===== config.mk =====
export PLATFORM = sky130hd
export DESIGN_NAME = div_sched
export DESIGN_NICKNAME = d
export VERILOG_FILES = /design/src/rtl/div_sched_pkg.sv /design/src/rtl/div_sched_rr_arb.sv /design/src/rtl/div_sched.sv
export SDC_FILE = /design/constraint.sdc
export NUM_CORES = 1
export LEC_CHECK = 0
export BUFFER_PORTS_ARGS = -buffer_cell sky130_fd_sc_hd__buf_2
export CORE_UTILIZATION = 53
export CTS_CLUSTER_DIAMETER = 60
export DETAILED_ROUTE_END_ITERATION = 8
export GPL_ROUTABILITY_DRIVEN = 1
export PLACE_DENSITY = 0.85
export REMOVE_ABC_BUFFERS = 1
export SLEW_MARGIN = 15
export SYNTH_ARGS = -nofsm -noshare
export SYNTH_HDL_FRONTEND = slang
export SYNTH_SLANG_ARGS = --single-unit

===== constraint.sdc =====
create_clock -name clk -period 8.2 [get_ports clk]
set_input_delay 1.64 -clock clk [delete_from_list [all_inputs] [get_ports clk]]
set_output_delay 1.64 -clock clk [all_outputs]
set_load 0.1 [all_outputs]

===== src/rtl/div_sched_pkg.sv =====
// Shared widths, divider latency, divide-by-zero result constants and the
// in-flight tag record for the divider scheduler.
package div_sched_pkg;

    localparam int DIV_A_W  = 8;
    localparam int DIV_B_W  = 5;
    localparam int DIV_LAT  = 7;
    localparam int TAG_ID_W = 3;   // wide enough for up to 8 requesters

    localparam logic [DIV_A_W-1:0] DZ_Q = 8'hFF;
    localparam logic [DIV_B_W-1:0] DZ_R = 5'h00;

    typedef struct packed {
        logic                valid;
        logic [TAG_ID_W-1:0] id;
        logic                dz;
    } tag_t;

endpackage


===== src/rtl/div_sched_rr_arb.sv =====
// Round-robin arbiter: the first request at or after ptr wins, and the next
// pointer is the slot just after the winner (holds when nothing is granted).
module rr_arb #(
    parameter int N = 4
) (
    input  logic [N-1:0]         req,
    input  logic [$clog2(N)-1:0] ptr,
    output logic [N-1:0]         gnt,
    output logic [$clog2(N)-1:0] ptr_nxt,
    output logic                 any
);

    localparam int IW = $clog2(N);

    logic [IW:0]   sum;
    logic [IW-1:0] idx;

    always_comb begin
        gnt     = '0;
        ptr_nxt = ptr;
        any     = 1'b0;
        sum     = '0;
        idx     = '0;
        for (int i = 0; i < N; i++) begin
            // one spare bit so the wrap works for non-power-of-two N
            sum = {1'b0, ptr} + (IW+1)'(i);
            if (sum >= (IW+1)'(N)) begin
                sum = sum - (IW+1)'(N);
            end
            idx = sum[IW-1:0];
            if (!any && req[idx]) begin
                gnt[idx] = 1'b1;
                any      = 1'b1;
                ptr_nxt  = (idx == IW'(N-1)) ? '0 : idx + IW'(1);
            end
        end
    end

endmodule


===== src/rtl/div_sched.sv =====
// Shares one pipelined divider among N_REQ requesters: round-robin issue,
// per-requester outstanding limit, tag pipeline matched to divider latency.
module div_sched
    import div_sched_pkg::*;
#(
    parameter int N_REQ   = 4,
    parameter int LAT     = DIV_LAT,
    parameter int MAX_OUT = 3
) (
    input  logic                       clk,
    input  logic                       rst,
    input  logic [N_REQ-1:0]           i_req_valid,
    input  logic [DIV_A_W*N_REQ-1:0]   i_req_a,
    input  logic [DIV_B_W*N_REQ-1:0]   i_req_b,
    output logic [N_REQ-1:0]           o_req_ready,
    output logic                       o_div_valid,
    output logic [DIV_A_W-1:0]         o_div_a,
    output logic [DIV_B_W-1:0]         o_div_b,
    input  logic                       i_div_valid,
    input  logic [DIV_A_W-1:0]         i_div_q,
    input  logic [DIV_B_W-1:0]         i_div_r,
    output logic                       o_rsp_valid,
    output logic [$clog2(N_REQ)-1:0]   o_rsp_id,
    output logic [DIV_A_W-1:0]         o_rsp_q,
    output logic [DIV_B_W-1:0]         o_rsp_r,
    output logic                       o_rsp_dz,
    output logic                       o_err
);

    localparam int ID_W  = $clog2(N_REQ);
    localparam int CNT_W = $clog2(MAX_OUT + 1);

    logic [ID_W-1:0]    ptr, ptr_nxt;
    logic [N_REQ-1:0]   elig, gnt, rsp_dec;
    logic               gnt_any;
    logic [ID_W-1:0]    gnt_id;
    logic [DIV_A_W-1:0] gnt_a, iss_a;
    logic [DIV_B_W-1:0] gnt_b, iss_b;
    logic [CNT_W-1:0]   cnt [N_REQ];
    tag_t               tag [0:LAT];
    tag_t               head;
    logic               err_cond;

    assign head = tag[LAT];

    // A returning response frees its slot in the same cycle it is seen.
    always_comb begin
        rsp_dec = '0;
        elig    = '0;
        for (int k = 0; k < N_REQ; k++) begin
            rsp_dec[k] = head.valid && (int'(head.id) == k);
            elig[k]    = i_req_valid[k] && !rst &&
                         ((cnt[k] < CNT_W'(MAX_OUT)) || rsp_dec[k]);
        end
    end

    rr_arb #(.N(N_REQ)) u_arb (
        .req     (elig),
        .ptr     (ptr),
        .gnt     (gnt),
        .ptr_nxt (ptr_nxt),
        .any     (gnt_any)
    );

    assign o_req_ready = gnt;

    always_comb begin
        gnt_id = '0;
        gnt_a  = '0;
        gnt_b  = '0;
        for (int k = 0; k < N_REQ; k++) begin
            if (gnt[k]) begin
                gnt_id = ID_W'(k);
                gnt_a  = i_req_a[DIV_A_W*k +: DIV_A_W];
                gnt_b  = i_req_b[DIV_B_W*k +: DIV_B_W];
            end
        end
    end

    // tag[0] is the issue slot; a zero divisor keeps its slot but never reaches the divider
    assign o_div_valid = tag[0].valid && !tag[0].dz;
    assign o_div_a     = iss_a;
    assign o_div_b     = iss_b;

    always_comb begin
        o_rsp_valid = head.valid;
        o_rsp_id    = '0;
        o_rsp_q     = '0;
        o_rsp_r     = '0;
        o_rsp_dz    = 1'b0;
        if (head.valid) begin
            o_rsp_id = head.id[ID_W-1:0];
            o_rsp_dz = head.dz;
            o_rsp_q  = head.dz ? DZ_Q : i_div_q;
            o_rsp_r  = head.dz ? DZ_R : i_div_r;
        end
    end

    assign err_cond = (head.valid && !head.dz) ? !i_div_valid : i_div_valid;

    always_ff @(posedge clk) begin
        if (rst) begin
            ptr   <= '0;
            iss_a <= '0;
            iss_b <= '0;
            o_err <= 1'b0;
            for (int i = 0; i <= LAT; i++) begin
                tag[i] <= '0;
            end
            for (int k = 0; k < N_REQ; k++) begin
                cnt[k] <= '0;
            end
        end else begin
            if (gnt_any) begin
                ptr <= ptr_nxt;
            end
            tag[0].valid <= gnt_any;
            tag[0].id    <= TAG_ID_W'(gnt_id);
            tag[0].dz    <= gnt_any && (gnt_b == '0);
            iss_a        <= (gnt_any && gnt_b != '0) ? gnt_a : '0;
            iss_b        <= (gnt_any && gnt_b != '0) ? gnt_b : '0;
            for (int i = 1; i <= LAT; i++) begin
                tag[i] <= tag[i-1];
            end
            for (int k = 0; k < N_REQ; k++) begin
                if (gnt[k] && !rsp_dec[k]) begin
                    cnt[k] <= cnt[k] + CNT_W'(1);
                end else if (!gnt[k] && rsp_dec[k]) begin
                    cnt[k] <= cnt[k] - CNT_W'(1);
                end
            end
            if (err_cond) begin
                o_err <= 1'b1;
            end
        end
    end

endmodule


After elaboration in Yosys (flattened, before gate mapping)
Memories as Yosys holds them, arrays and structs flattened.
Cells that the tools add are included.
- output and inout bits: 36
- input bits: 72
- RAM bits: 48
- bits in registers: 16
- memories kept: 2
- logic and storage cells: 229
- memories (name ; depth ; bits a word ; read ports ; clocked after Yosys merged registers in ; wr ports ; line ; RTL):
    tag ; 8 ; 5 ; 8 ; 0 ; 8 ; div_sched.sv:40 ; tag_t tag [0:LAT];
    cnt ; 4 ; 2 ; 4 ; 0 ; 4 ; div_sched.sv:39 ; logic [CNT_W-1:0] cnt [N_REQ];
- bitwise logic cells: 22
- reductions and logical operators: 56
- eq/ne operators: 7
- muxes and demuxes: 103
- magnitude comparators: 16
- add/sub/neg operators: 19
- operators with widths (operator ; count):
    two-way mux 5 bit ; 13
    two-way mux 1 bit ; 48
    two-way mux 8 bit ; 6
    two-way mux 2 bit ; 23
    logical AND 1 bit ; 31
    bitwise OR 1 bit ; 18
    adder 2 x 1 -> 2 bit, second input constant ; 8
    two-way mux 4 bit ; 4
    subtractor 2 x 1 -> 2 bit, second input constant ; 8
    zero test 1 bit ; 15
    less-than comparator 2 x 3 -> 1 bit, second input constant ; 4
    bitwise OR 4 bit ; 3
    >= comparator 3 bit, second input constant ; 3
    binary-select mux 1 bit (select 2 bit) ; 4
    demux 1 bit (select 2 bit) ; 4
    == test 2 bit, second input constant ; 4
    >= comparator 2 x 1 -> 1 bit, second input constant ; 4
    less-than comparator 2 bit, second input constant ; 4
    adder 2 x 2 -> 3 bit, second input constant ; 2
    == test 3 bit, second input constant ; 2
    zero test 5 bit ; 1
    nonzero test 5 bit ; 1
    logical OR 1 bit ; 4
    nonzero test 4 bit ; 1
    8 further kinds ; 8

Logic depth before layout (Yosys ltp)
An unclocked memory read counts as a cell.
- word-level depth: 25
- gate-level depth with buffers: 15
- mapped depth without buffers: 13

By module
From an unflattened synthesis, not the netlist that was laid out.
- cell total of the unflattened synthesis: 300
- area, all modules: 2939.1 um^2
- modules (own cells, without submodules) (module ; area an instance (um^2) ; cells each ; times used ; seq. area each (um^2)):
    div_sched ; 2476.1 ; 250 ; 1 ; 1201.2
    rr_arb ; 462.9 ; 50 ; 1 ; 0.0

Worst setup path after synthesis
OpenSTA, ideal clock, no wires.
- path kind: input to output
- start: in i_req_valid[0]
- end: out o_req_ready[1]
- slack: 2.486 ns
- path buffers: 2
- arrival: 4.074 ns
- stages: 8
- required time: 6.560 ns
- cells stage by stage: o211ai_1 a2111o_1 a221oi_4 a32oi_1 and2_1 buf_2 inv_2 clkbuf_1
- longest elaborated chain between the ends: 14
- elaborated cells on any way between the ends: 26
- those cells by class: mux: 15; bitwise: 3; reduce/logical: 8
- RTL lines (item ; line ; RTL):
    start: declaration ; div_sched.sv:12 ; input logic [N_REQ-1:0] i_req_valid,
    logical AND 1 bit * (2 in a row) ; div_sched.sv:52 ; elig[k] = i_req_valid[k] && !rst &&
    binary-select mux 1 bit (select 2 bit) ; div_sched_rr_arb.sv:31 ; if (!any && req[idx]) begin
    two-way mux 1 bit (not written as such) ; div_sched_rr_arb.sv:31 ;
    two-way mux 1 bit ; div_sched_rr_arb.sv:31 ;
    zero test 1 bit ; div_sched_rr_arb.sv:31 ;
    logical AND 1 bit ; div_sched_rr_arb.sv:31 ;
    two-way mux 1 bit ; div_sched_rr_arb.sv:31 ;
    zero test 1 bit ; div_sched_rr_arb.sv:31 ;
    logical AND 1 bit ; div_sched_rr_arb.sv:31 ;
    two-way mux 1 bit ; div_sched_rr_arb.sv:31 ;
    zero test 1 bit ; div_sched_rr_arb.sv:31 ;
    logical AND 1 bit ; div_sched_rr_arb.sv:31 ;
    two-way mux 4 bit * ; div_sched_rr_arb.sv:31 ;
    end: declaration ; div_sched.sv:15 ; output logic [N_REQ-1:0] o_req_ready,
Mark *: on every way between the ends. The rest lies on a longest branch, timed or not. The select of a mux whose other input is x is not followed.

Worst setup path after layout
- start: in rst
- end: out o_req_ready[3]
- longest elaborated chain between the ends: 15
- elaborated cells on any way between the ends: 33
- those cells by class: mux: 15; bitwise: 3; reduce/logical: 15
- RTL lines (item ; line ; RTL):
    start: declaration ; div_sched.sv:11 ; input logic rst,
    zero test 1 bit * ; div_sched.sv:52 ;
    logical AND 1 bit (2 in a row) ; div_sched.sv:52 ;
    binary-select mux 1 bit (select 2 bit) ; div_sched_rr_arb.sv:31 ;
    two-way mux 1 bit (not written as such) ; div_sched_rr_arb.sv:31 ;
    two-way mux 1 bit ; div_sched_rr_arb.sv:31 ;
    zero test 1 bit ; div_sched_rr_arb.sv:31 ;
    logical AND 1 bit ; div_sched_rr_arb.sv:31 ;
    two-way mux 1 bit ; div_sched_rr_arb.sv:31 ;
    zero test 1 bit ; div_sched_rr_arb.sv:31 ;
    logical AND 1 bit ; div_sched_rr_arb.sv:31 ;
    two-way mux 1 bit ; div_sched_rr_arb.sv:31 ;
    zero test 1 bit ; div_sched_rr_arb.sv:31 ;
    logical AND 1 bit ; div_sched_rr_arb.sv:31 ;
    two-way mux 4 bit * ; div_sched_rr_arb.sv:31 ;
Marked as above.

==> flow_summary.ini <==
[floorplanning]
die_w_um = 76.4
rows = 26
die-area_um2 = 5840
pin_count = 108
core_um2 = 5200
initial_core_util_pct = 56.3
dieHeight_um = 76.4

[yosys]
syn_area_um2 = 2930
async_reset_ff_share_pct = 0
yosysTopAreaCell = dfxtp_1
yosysMostFrequentCell = dfxtp_1
seq_area_frac_synth_pct = 41.0
synth_flop_cell = dfxtp_1
syn_avg_cell_area_um2 = 9.14
netlist-cell-type-count = 54
synth-seq-cells = 56
synth_warnings = 0
synth_cells = 321
synth_edf_count = 8
yosys-top-cells-count = dfxtp_1, nor2b_1, nand2_1
yosys.area.top_type_share_pct = 32.8
synthTopCellsByArea = dfxtp_1, edfxtp_1, nor2b_1

[clock_network]
numCtsBuffers = 5
cts_hold_buffers = 0
cts_setup_buffers = 0
cts-resized-gates = 0
max-clock-path-buffers = 2
root_buffer = clkbuf_8
cts.sink_count = 56
clk_latency_ns = 0.31
path_clk_slew_ns = 0.11
htreeDepth = 2
cts_tree = built

[grt]
gr-total-overflow = 0
antenna_found_initial = 0
grt_max_degree = 47
grt_usage_pct = 24.2
grt_pass1_wl_um = 11500
first_global_vias = 2515

[cells_and_area]
antenna_cells = 0
final_cells = 489
layout.nets = 496
area.growth.synth_to_final_pct = 22.2
fillers = 430
final_core_util_pct = 68.9
drive_gt1_share_pct = 30.5

[routing]
viasPerCell = 5.63
ant_nets = 0
first_pass_iters = 4
drt_wl_total_um = 6820
route.detailed.drc = 0
drt_first_iter_violations = 220
num_vias = 2754
wire_per_inst_um = 13.9

[sta]
setup-violations-final = 0
maxSlewHeadroom_pct = 45.0
min_period_ns = 6.52
clock-skew-final_ns = 0.0101
tns_ns = 0
worstMarginPinSlew_ns = 0.825
finalHoldViolCount = 0
finalMaxSlewViolations = 0
fmax_ghz = 0.153
period_share_pct = 79.6
rsz0062_at_grt = false

[power]
ir_drop_mv = 0.507
p_leak_nw = 1.68
cellPowerDensity_nw_per_um2 = 381

[place]
globalplace.congestion = 0.865
dp_cells = 481
dp_hpwl_um = 5040
portBuffers = 107

[setup_path]
crit_arrival_ns = 4.88
cp_max_fo = 46
cp.required_ns = 6.56
setup.worst_path.class = in2out
crit_path_end_kind = output port
cp-start-kind = primary input

[outcome]
status = complete, no violations

[min_path]
hold_path.class = reg2reg

[run]
max_cap_violations = 0
-- critical path, stage by stage --
cell	delay, ns
buf_2	0.63
clkinv_1	0.48
o21ai_1	0.39
mux2_2	0.42
a211oi_4	0.65
inv_2	0.29
buf_2	0.37
-- routing by layer --
| metal | GRT usage (%) | share of wire [%] |
|---|---|---|
| met4 | 7.12 | 1.7 |
| met1 | 29.8 | 41 |
| met5 | 0 | 0 |
| met2 | 41.2 | 47 |
| met3 | 6.83 | 10 |
-- state kept, by name (all words and copies together), names as in the netlist --
signal   count
tag         32
cnt          8
o_div_a      8
o_div_b      5
ptr          2
o_err        1
-- area by class of cell --
type	count	area, um2	share of cell area (%)
tap	70	87.6	2.44
clock buffer	5	68.8	1.92
multi-input combinational	236	1620	45.2
timing repair buffer	108	543	15.1
inverter	11	41.3	1.15
sequential	56	1200	33.5
clock inverter	3	23.8	0.663
-- cell usage in the layout (no fill, tap or decap), types with 7 or more instances in the layout --
master and instances:
a221o_1 8, nand3_1 10, xnor2_1 7, o211ai_1 12, edfxtp_1 8, nand2_1 27
a22oi_1 9, nor2_1 17, o21a_1 11, a21oi_1 14, and2_1 12, o21ai_0 7
nor2b_1 30, dfxtp_1 48, buf_2 107
-- power breakdown --
group / switching (mW) / total, mW / internal (mW) / leakage, nW
Clock: 0.0938 / 0.157 / 0.0627 / 0.0495
Sequential: 0.0325 / 0.370 / 0.337 / 0.476
Combinational: 0.585 / 0.841 / 0.256 / 1.15
Total: 0.711 / 1.37 / 0.656 / 1.68
-- metrics by stage --
step / power (mW) / worst slack (ns) / hold slack, ns / area, um2
floorplan: 1.04 / 2.11 / 0.414 / 2860
global placement: 1.19 / 1.76 / 0.415 / 3490
CTS: 1.37 / 1.64 / 0.442 / 3580
global route: 1.46 / 1.33 / 0.451 / 3580
detailed placement: 1.21 / 1.67 / 0.422 / 3490
finish: 1.37 / 1.68 / 0.436 / 3580
-- logic make-up (layout without fill, tap and decap cells) --
logic type	count (synthesis)	count (layout)	share of synthesized area [%]
simple gates	117	117	21.9
compound gates	99	99	25.6
flops	56	56	41.0
buf+inv	29	127	4.05
xor+xnor	8	8	2.39
fa+ha+maj	6	6	2.56
mux	6	6	2.56
-- final timing paths --
path | from | endpoint | slack, ns | cells past startpoint
setup / recovery | rst | o_req_ready[3] | 1.68 | 7
hold / removal | tag[0][1]$_SDFF_PP0_ | tag[0][6]$_SDFF_PP0_ | 0.44 | 1
setup reg to reg | ptr[0]$_SDFFE_PP0P_ | o_div_a[1]$_SDFF_PP0_ | 3.19 | 13
hold reg to reg | tag[0][1]$_SDFF_PP0_ | tag[0][6]$_SDFF_PP0_ | 0.44 | 1
Note: power is estimated with default switching activity, not from simulation.
